===== config.mk =====
export PLATFORM = sky130hd
export DESIGN_NAME = jt6295_romarb
export DESIGN_NICKNAME = d
export VERILOG_FILES = /design/src/rtl/jt6295_romarb.sv
export SDC_FILE = /design/constraint.sdc
export NUM_CORES = 1
export LEC_CHECK = 0
export CAP_MARGIN = 20
export CORE_AREA = 2 2 102 84
export DETAILED_ROUTE_END_ITERATION = 10
export DIE_AREA = 0 0 104 86
export GPL_TIMING_DRIVEN = 0
export PLACE_DENSITY = 0.79
export SYNTH_ARGS = -nofsm -noshare
export SYNTH_HDL_FRONTEND = slang
export SYNTH_SLANG_ARGS = --single-unit

===== constraint.sdc =====
create_clock -name clk -period 1.8 [get_ports clk]
set_input_delay 0.27 -clock clk [delete_from_list [all_inputs] [get_ports clk]]
set_output_delay 0.27 -clock clk [all_outputs]
set_load 0.02 [all_outputs]

===== src/rtl/jt6295_romarb.sv =====
// ROM arbiter for JT6295-class sample fetch: SLOTS requesters share one ROM port,
// each slot keeping a one-entry address/data cache so repeated reads hit at zero latency.
module jt6295_romarb #(
    parameter int SLOTS = 4,
    parameter int AW    = 18,
    parameter int DW    = 8,
    parameter int RR    = 0
) (
    input  logic                  rst,
    input  logic                  clk,
    input  logic [SLOTS-1:0]      slot_cs,
    input  logic [SLOTS*AW-1:0]   slot_addr,
    output logic [SLOTS*DW-1:0]   slot_dout,
    output logic [SLOTS-1:0]      slot_ok,
    output logic [AW-1:0]         rom_addr,
    output logic                  rom_cs,
    input  logic [DW-1:0]         rom_data,
    input  logic                  rom_ok
);

    // state     | meaning
    // ST_IDLE   | no fetch in flight; grant a pending slot and latch its address
    // ST_SETTLE | first cycle of a fetch; rom_ok may still refer to the old address
    // ST_WAIT   | hold the ROM request until rom_ok, then fill the granted slot
    typedef enum logic [1:0] {ST_IDLE, ST_SETTLE, ST_WAIT} state_t;

    localparam int GW = (SLOTS > 1) ? $clog2(SLOTS) : 1;

    state_t          state_q, state_d;
    logic [AW-1:0]   rom_addr_q, rom_addr_d;
    logic            rom_cs_q, rom_cs_d;
    logic [GW-1:0]   g_q, g_d;
    logic [GW-1:0]   last_q, last_d;
    logic [AW-1:0]   caddr_q [SLOTS];
    logic [AW-1:0]   caddr_d [SLOTS];
    logic [DW-1:0]   cdata_q [SLOTS];
    logic [DW-1:0]   cdata_d [SLOTS];
    logic [SLOTS-1:0] cvalid_q, cvalid_d;

    logic [SLOTS-1:0] pending;
    logic             gnt_any;
    logic [GW-1:0]    gnt_idx;
    int               rr_idx;

    always_comb begin
        slot_ok   = '0;
        pending   = '0;
        slot_dout = '0;
        for (int i = 0; i < SLOTS; i++) begin
            slot_ok[i] = slot_cs[i] & cvalid_q[i] & (caddr_q[i] == slot_addr[i*AW +: AW]);
            pending[i] = slot_cs[i] & ~slot_ok[i];
            slot_dout[i*DW +: DW] = cdata_q[i];
        end
    end

    // Both searches scan from the lowest priority up so the last match wins.
    always_comb begin
        gnt_any = 1'b0;
        gnt_idx = '0;
        rr_idx  = 0;
        if (RR == 0) begin
            for (int i = SLOTS - 1; i >= 0; i--) begin
                if (pending[GW'(i)]) begin
                    gnt_any = 1'b1;
                    gnt_idx = GW'(i);
                end
            end
        end else begin
            for (int k = SLOTS; k >= 1; k--) begin
                rr_idx = int'(last_q) + k;
                if (rr_idx >= SLOTS) rr_idx = rr_idx - SLOTS;
                if (pending[GW'(rr_idx)]) begin
                    gnt_any = 1'b1;
                    gnt_idx = GW'(rr_idx);
                end
            end
        end
    end

    always_comb begin
        state_d    = state_q;
        rom_addr_d = rom_addr_q;
        rom_cs_d   = rom_cs_q;
        g_d        = g_q;
        last_d     = last_q;
        caddr_d    = caddr_q;
        cdata_d    = cdata_q;
        cvalid_d   = cvalid_q;
        case (state_q)
            ST_IDLE: begin
                if (gnt_any) begin
                    rom_addr_d = slot_addr[int'(gnt_idx)*AW +: AW];
                    rom_cs_d   = 1'b1;
                    g_d        = gnt_idx;
                    last_d     = gnt_idx;
                    state_d    = ST_SETTLE;
                end else begin
                    rom_cs_d   = 1'b0;
                end
            end
            ST_SETTLE: state_d = ST_WAIT;
            ST_WAIT: begin
                if (rom_ok) begin
                    cdata_d[g_q]  = rom_data;
                    caddr_d[g_q]  = rom_addr_q;
                    cvalid_d[g_q] = 1'b1;
                    rom_cs_d      = 1'b0;
                    state_d       = ST_IDLE;
                end
            end
            default: state_d = ST_IDLE;
        endcase
    end

    always_ff @(posedge clk) begin
        if (rst) begin
            state_q    <= ST_IDLE;
            rom_addr_q <= '0;
            rom_cs_q   <= 1'b0;
            g_q        <= '0;
            last_q     <= GW'(SLOTS - 1);
            cvalid_q   <= '0;
            for (int i = 0; i < SLOTS; i++) begin
                caddr_q[i] <= '0;
                cdata_q[i] <= '0;
            end
        end else begin
            state_q    <= state_d;
            rom_addr_q <= rom_addr_d;
            rom_cs_q   <= rom_cs_d;
            g_q        <= g_d;
            last_q     <= last_d;
            cvalid_q   <= cvalid_d;
            caddr_q    <= caddr_d;
            cdata_q    <= cdata_d;
        end
    end

    assign rom_addr = rom_addr_q;
    assign rom_cs   = rom_cs_q;

endmodule


[Word-level counts from Yosys, hierarchy flattened]
Index checks and enable logic that the tools add are counted.
Storage, ports and cells
  output and inout bits: 55
  word-level logic and storage cells: 67
  register bits: 131
  input port bits: 87
Cells by class
  equal/unequal tests: 8
  muxes and demuxes: 18
  reductions and logical operators: 8
  bitwise logic cells: 14
  magnitude comparators: 4
  shift-type cells: 1
  multipliers: 1
Operators with widths (number)
  $bwmux W72: 1
  $eq A18 B18 Y1: 4
  $shiftx A72 B8 Y18: 1
  $demux W18 S2: 1
  $bwmux W32: 1
  $mux W18: 1
  $demux W8 S2: 1
  $and A1 B1 Y1: 10
  $mux W2: 4
  $mux W8: 1
  $reduce_and A2 Y1: 4
  $mul A2 B4 Y6 const B: 1
  $pmux W2 S3: 1
  $mux W1: 5
  $ne A2 B2 Y1 const B: 2
  $or A4 B4 Y4: 1
  $ge A3 B3 Y1 const B: 1
  $lt A2 B3 Y1 const B: 1
  $lt A3 B1 Y1 const B: 1
  $not A2 Y3: 1
  $demux W1 S2: 1
  $eq A2 B1 Y1 const B: 1
  $eq A2 B2 Y1 const B: 1
  $ge A2 B1 Y1 const B: 1
  5 further kinds: 7

[Longest topological paths before layout]
  word-level depth: 8
  gate-level depth with buffers: 7
  mapped depth without buffers: 5

[Worst setup path after synthesis]
No wires, ideal clock.
  path kind: register -> output
  start point: register caddr_q[39] in the netlist's numbering
  end point: output slot_ok[1]
  path buffers: 0
  required time: 1.530 ns
  setup slack: 0.080 ns
  stages on the path, launching flop included: 6
  arrival time: 1.450 ns
  cells stage by stage: dfxtp_1 -> xnor2_1 -> nand3_1 -> nor4_1 -> nand3_1 -> nor4_1
Between the ends
  longest elaborated chain between the ends: 2
Ends and longest elaborated chain
  start: declaration: RTL line 34  | logic [AW-1:0] caddr_q [SLOTS];
  start signal: assignment: RTL line 134  | caddr_q <= caddr_d;
  $eq A18 B18 Y1: RTL line 50  | slot_ok[i] = slot_cs[i] & cvalid_q[i] & (caddr_q[i] == slot_addr[i*AW +: AW]);
  $and A1 B1 Y1: RTL line 50
  end: declaration: RTL line 14  | output logic [SLOTS-1:0] slot_ok,
No other way between the ends.

[Worst setup path in the final report]
  start point: register caddr_q[46] in the netlist's numbering
  end point: output slot_ok[1]
Same word-level chain as after synthesis.

==> out/results.ini <==
[outcome]
status=complete, but fails checks
violations=negative setup slack

[placed_design]
hpwl_um=6560
port_buffers=85
place_congestion=0.865
place_ws_ns=-0.898

[clocking]
cts_root_buf=clkbuf_8
htreeDepth=3
postCtsHoldBufs=0
cts_sinks=76
clkTransAtPathRegs_ns=0.08
cts_buffer_depth=2
cts-buffers-inserted=9
clock_latency_ns=0.35
cts_tree=built

[sta]
rsz0062_at_grt=yes
skew_ns=0.0115
min_period_over_period_pct=115
worst_pin_slew_ns=0.560
setup_viol=21
finalHoldViolations=0
drv_slew=0
hold-worst-slack_ns=0.221
max_slew_margin_pct=62.7
fmax_mhz=482
fin_crit_ns=2.07
setup_ws_ns=-0.273

[logic_synthesis]
yosys.area.top_type_share_pct=46.6
synth_flop_cell=dfxtp_1
synth_seq_cells=76
yosysWarnings=0
syn_inst=386
ys_top_cells_by_count=nand2_1, dfxtp_1, a21oi_1
synthesis.area_sq_mm=0.00327
synth_cell_type_count=28
yosysTopAreaCell=dfxtp_1
syn_area_per_cell_sq_um=8.46
synth_most_common_cell=nand2_1
async_flop_share_pct=0
synth_edf_count=0
seq_area_frac_synth_pct=46.6
ys_top_cells_by_area=dfxtp_1, nand2_1, a21oi_1

[finish]
nets=594
areaGrowthSynthToFinish_pct=47.3
drive_gt1_share_pct=18.0
diodes=0

[die]
fp.dieW_um=104
core_area_sq_mm=0.00784
io_pins=142
die_h_um=86
num_rows=29
die-area_sq_mm=0.00894
start_util_pct=41.7

[critical_path]
end_kind=primary output
cp_max_fo=2
worstReg2RegEnd=rom_addr[12]
startpoint=caddr_q[46]
required_ns=1.53
rrSetupSlack_ns=-0.10
worstRegToRegCells=8
worstSetupPathType=flip-flop to primary output
start_kind=flip-flop
worstPathArrival_ns=1.80
rr_startpoint=caddr_q[58]

[global_routing]
grt.total_usage_pct=20.8
grt_pass1_vias=2968
grt_max_degree=14
grt_pass1_wl_um=14600
grt_overflow=0
antenna_found_initial=0

[power]
p_leak_nw=1.88
power_density_mw_per_mm2=847
total_power_mw=4.08
max-vdd-ir-drop_v=0.000507

[routing]
routed_wl_um=9830
via_count=3122
remaining_drc_errors=0
wire_per_inst_um=15.9
firstDrtPassIters=7
first_iter_violations=263
via_per_inst=5.04
drtAntennaViolNets=0

[hold_path]
holdPathEnd=rom_addr[13]
hold_depth=2
min_from=slot_addr[13]
hold_path.class=input pin to flip-flop

[job]
max_cap_viol_count=0

[sequential cells by signal, indices dropped and copies added, names as in the netlist]
signal     cells
caddr_q       36
state_q        2
rom_cs         1
slot_dout     16
g_q            1
rom_addr      18
cvalid_q       2
[per-layer routing]
metal / track usage, % / up-vias / part of all wire [%]
met1: 26.5 / 1450 / 41
met2: 34.6 / 157 / 48
met3: 5.93 / 20 / 8.6
li1: - / 1495 / -
met5: 0 / - / 0
met4: 6.27 / 0 / 2.2
[worst max path at each step]
stage | cells after the start | end
floorplan | 5 | slot_ok[1]
CTS | 6 | slot_ok[1]
detailed placement | 7 | slot_ok[1]
global route | 6 | slot_ok[1]
finish | 6 | slot_ok[1]
global placement | 7 | slot_ok[1]
[worst max-delay path: stages, from the launching register on]
cell	delay, ns
dfxtp_1	0.32
xnor2_1	0.23
nand4_1	0.15
nor4_2	0.20
nand3_1	0.17
nor4_2	0.20
buf_4	0.19
[power by group]
part / internal [mW] / switching [mW]
Sequential: 1.75 / 0.0691
Combinational: 0.332 / 0.331
Clock: 0.959 / 0.639
[final cells by class]
cell class	count	area, sq um
fillers	667	3030
multi-input cells	286	1700
flip-flops and latches	76	1530
repair buffers	94	951
plain buffers	38	250
clock buffers	10	138
well taps	108	135
clock inverters	6	109
inverters	2	7.51
[stage by stage]
stage | util [%] | cells | setup TNS, ns | area [sq um]
2_1_floorplan | - | 403 | 0 | 3330
4_1_cts | 59.6 | 615 | -0.545 | 4670
5_1_grt | 61.4 | 620 | -3.50 | 4810
3_5_place_dp | 55.1 | 596 | -28.62 | 4320
6_report | 61.4 | 620 | -2.02 | 4810
3_3_place_gp | 55.1 | 596 | -25.75 | 4320
[cells in the final DEF (no fill, tap or decap), types with 13 or more instances in the layout]
cell type / n
a21oi_1: 54
and2_1: 18
buf_4: 22
clkdlybuf4s50_1: 70
conb_1: 18
dfxtp_1: 72
nand2_1: 106
xnor2_1: 15
xor2_1: 13
[what timing repair did]
| action | 4_1_cts | 5_1_grt |
|---|---|---|
| hold endpoints to repair | 0 | 0 |
| gates cloned | 0 | 3 |
| setup endpoints to repair | 42 | 46 |
| pin swaps | 12 | 26 |
| resized for setup | 42 | 28 |
| setup buffers | 3 | 3 |
[cells by family after synthesis]
group	Yosys count	share of synthesized area, %
AND/OR/NAND/NOR	157	21.4
buffers and inverters	41	7.39
flip-flops	76	46.6
other	1	0.115
AO/OA/AOI/OAI	75	14.9
XOR/XNOR	36	9.65
Power figures use the tool's default switching activity.
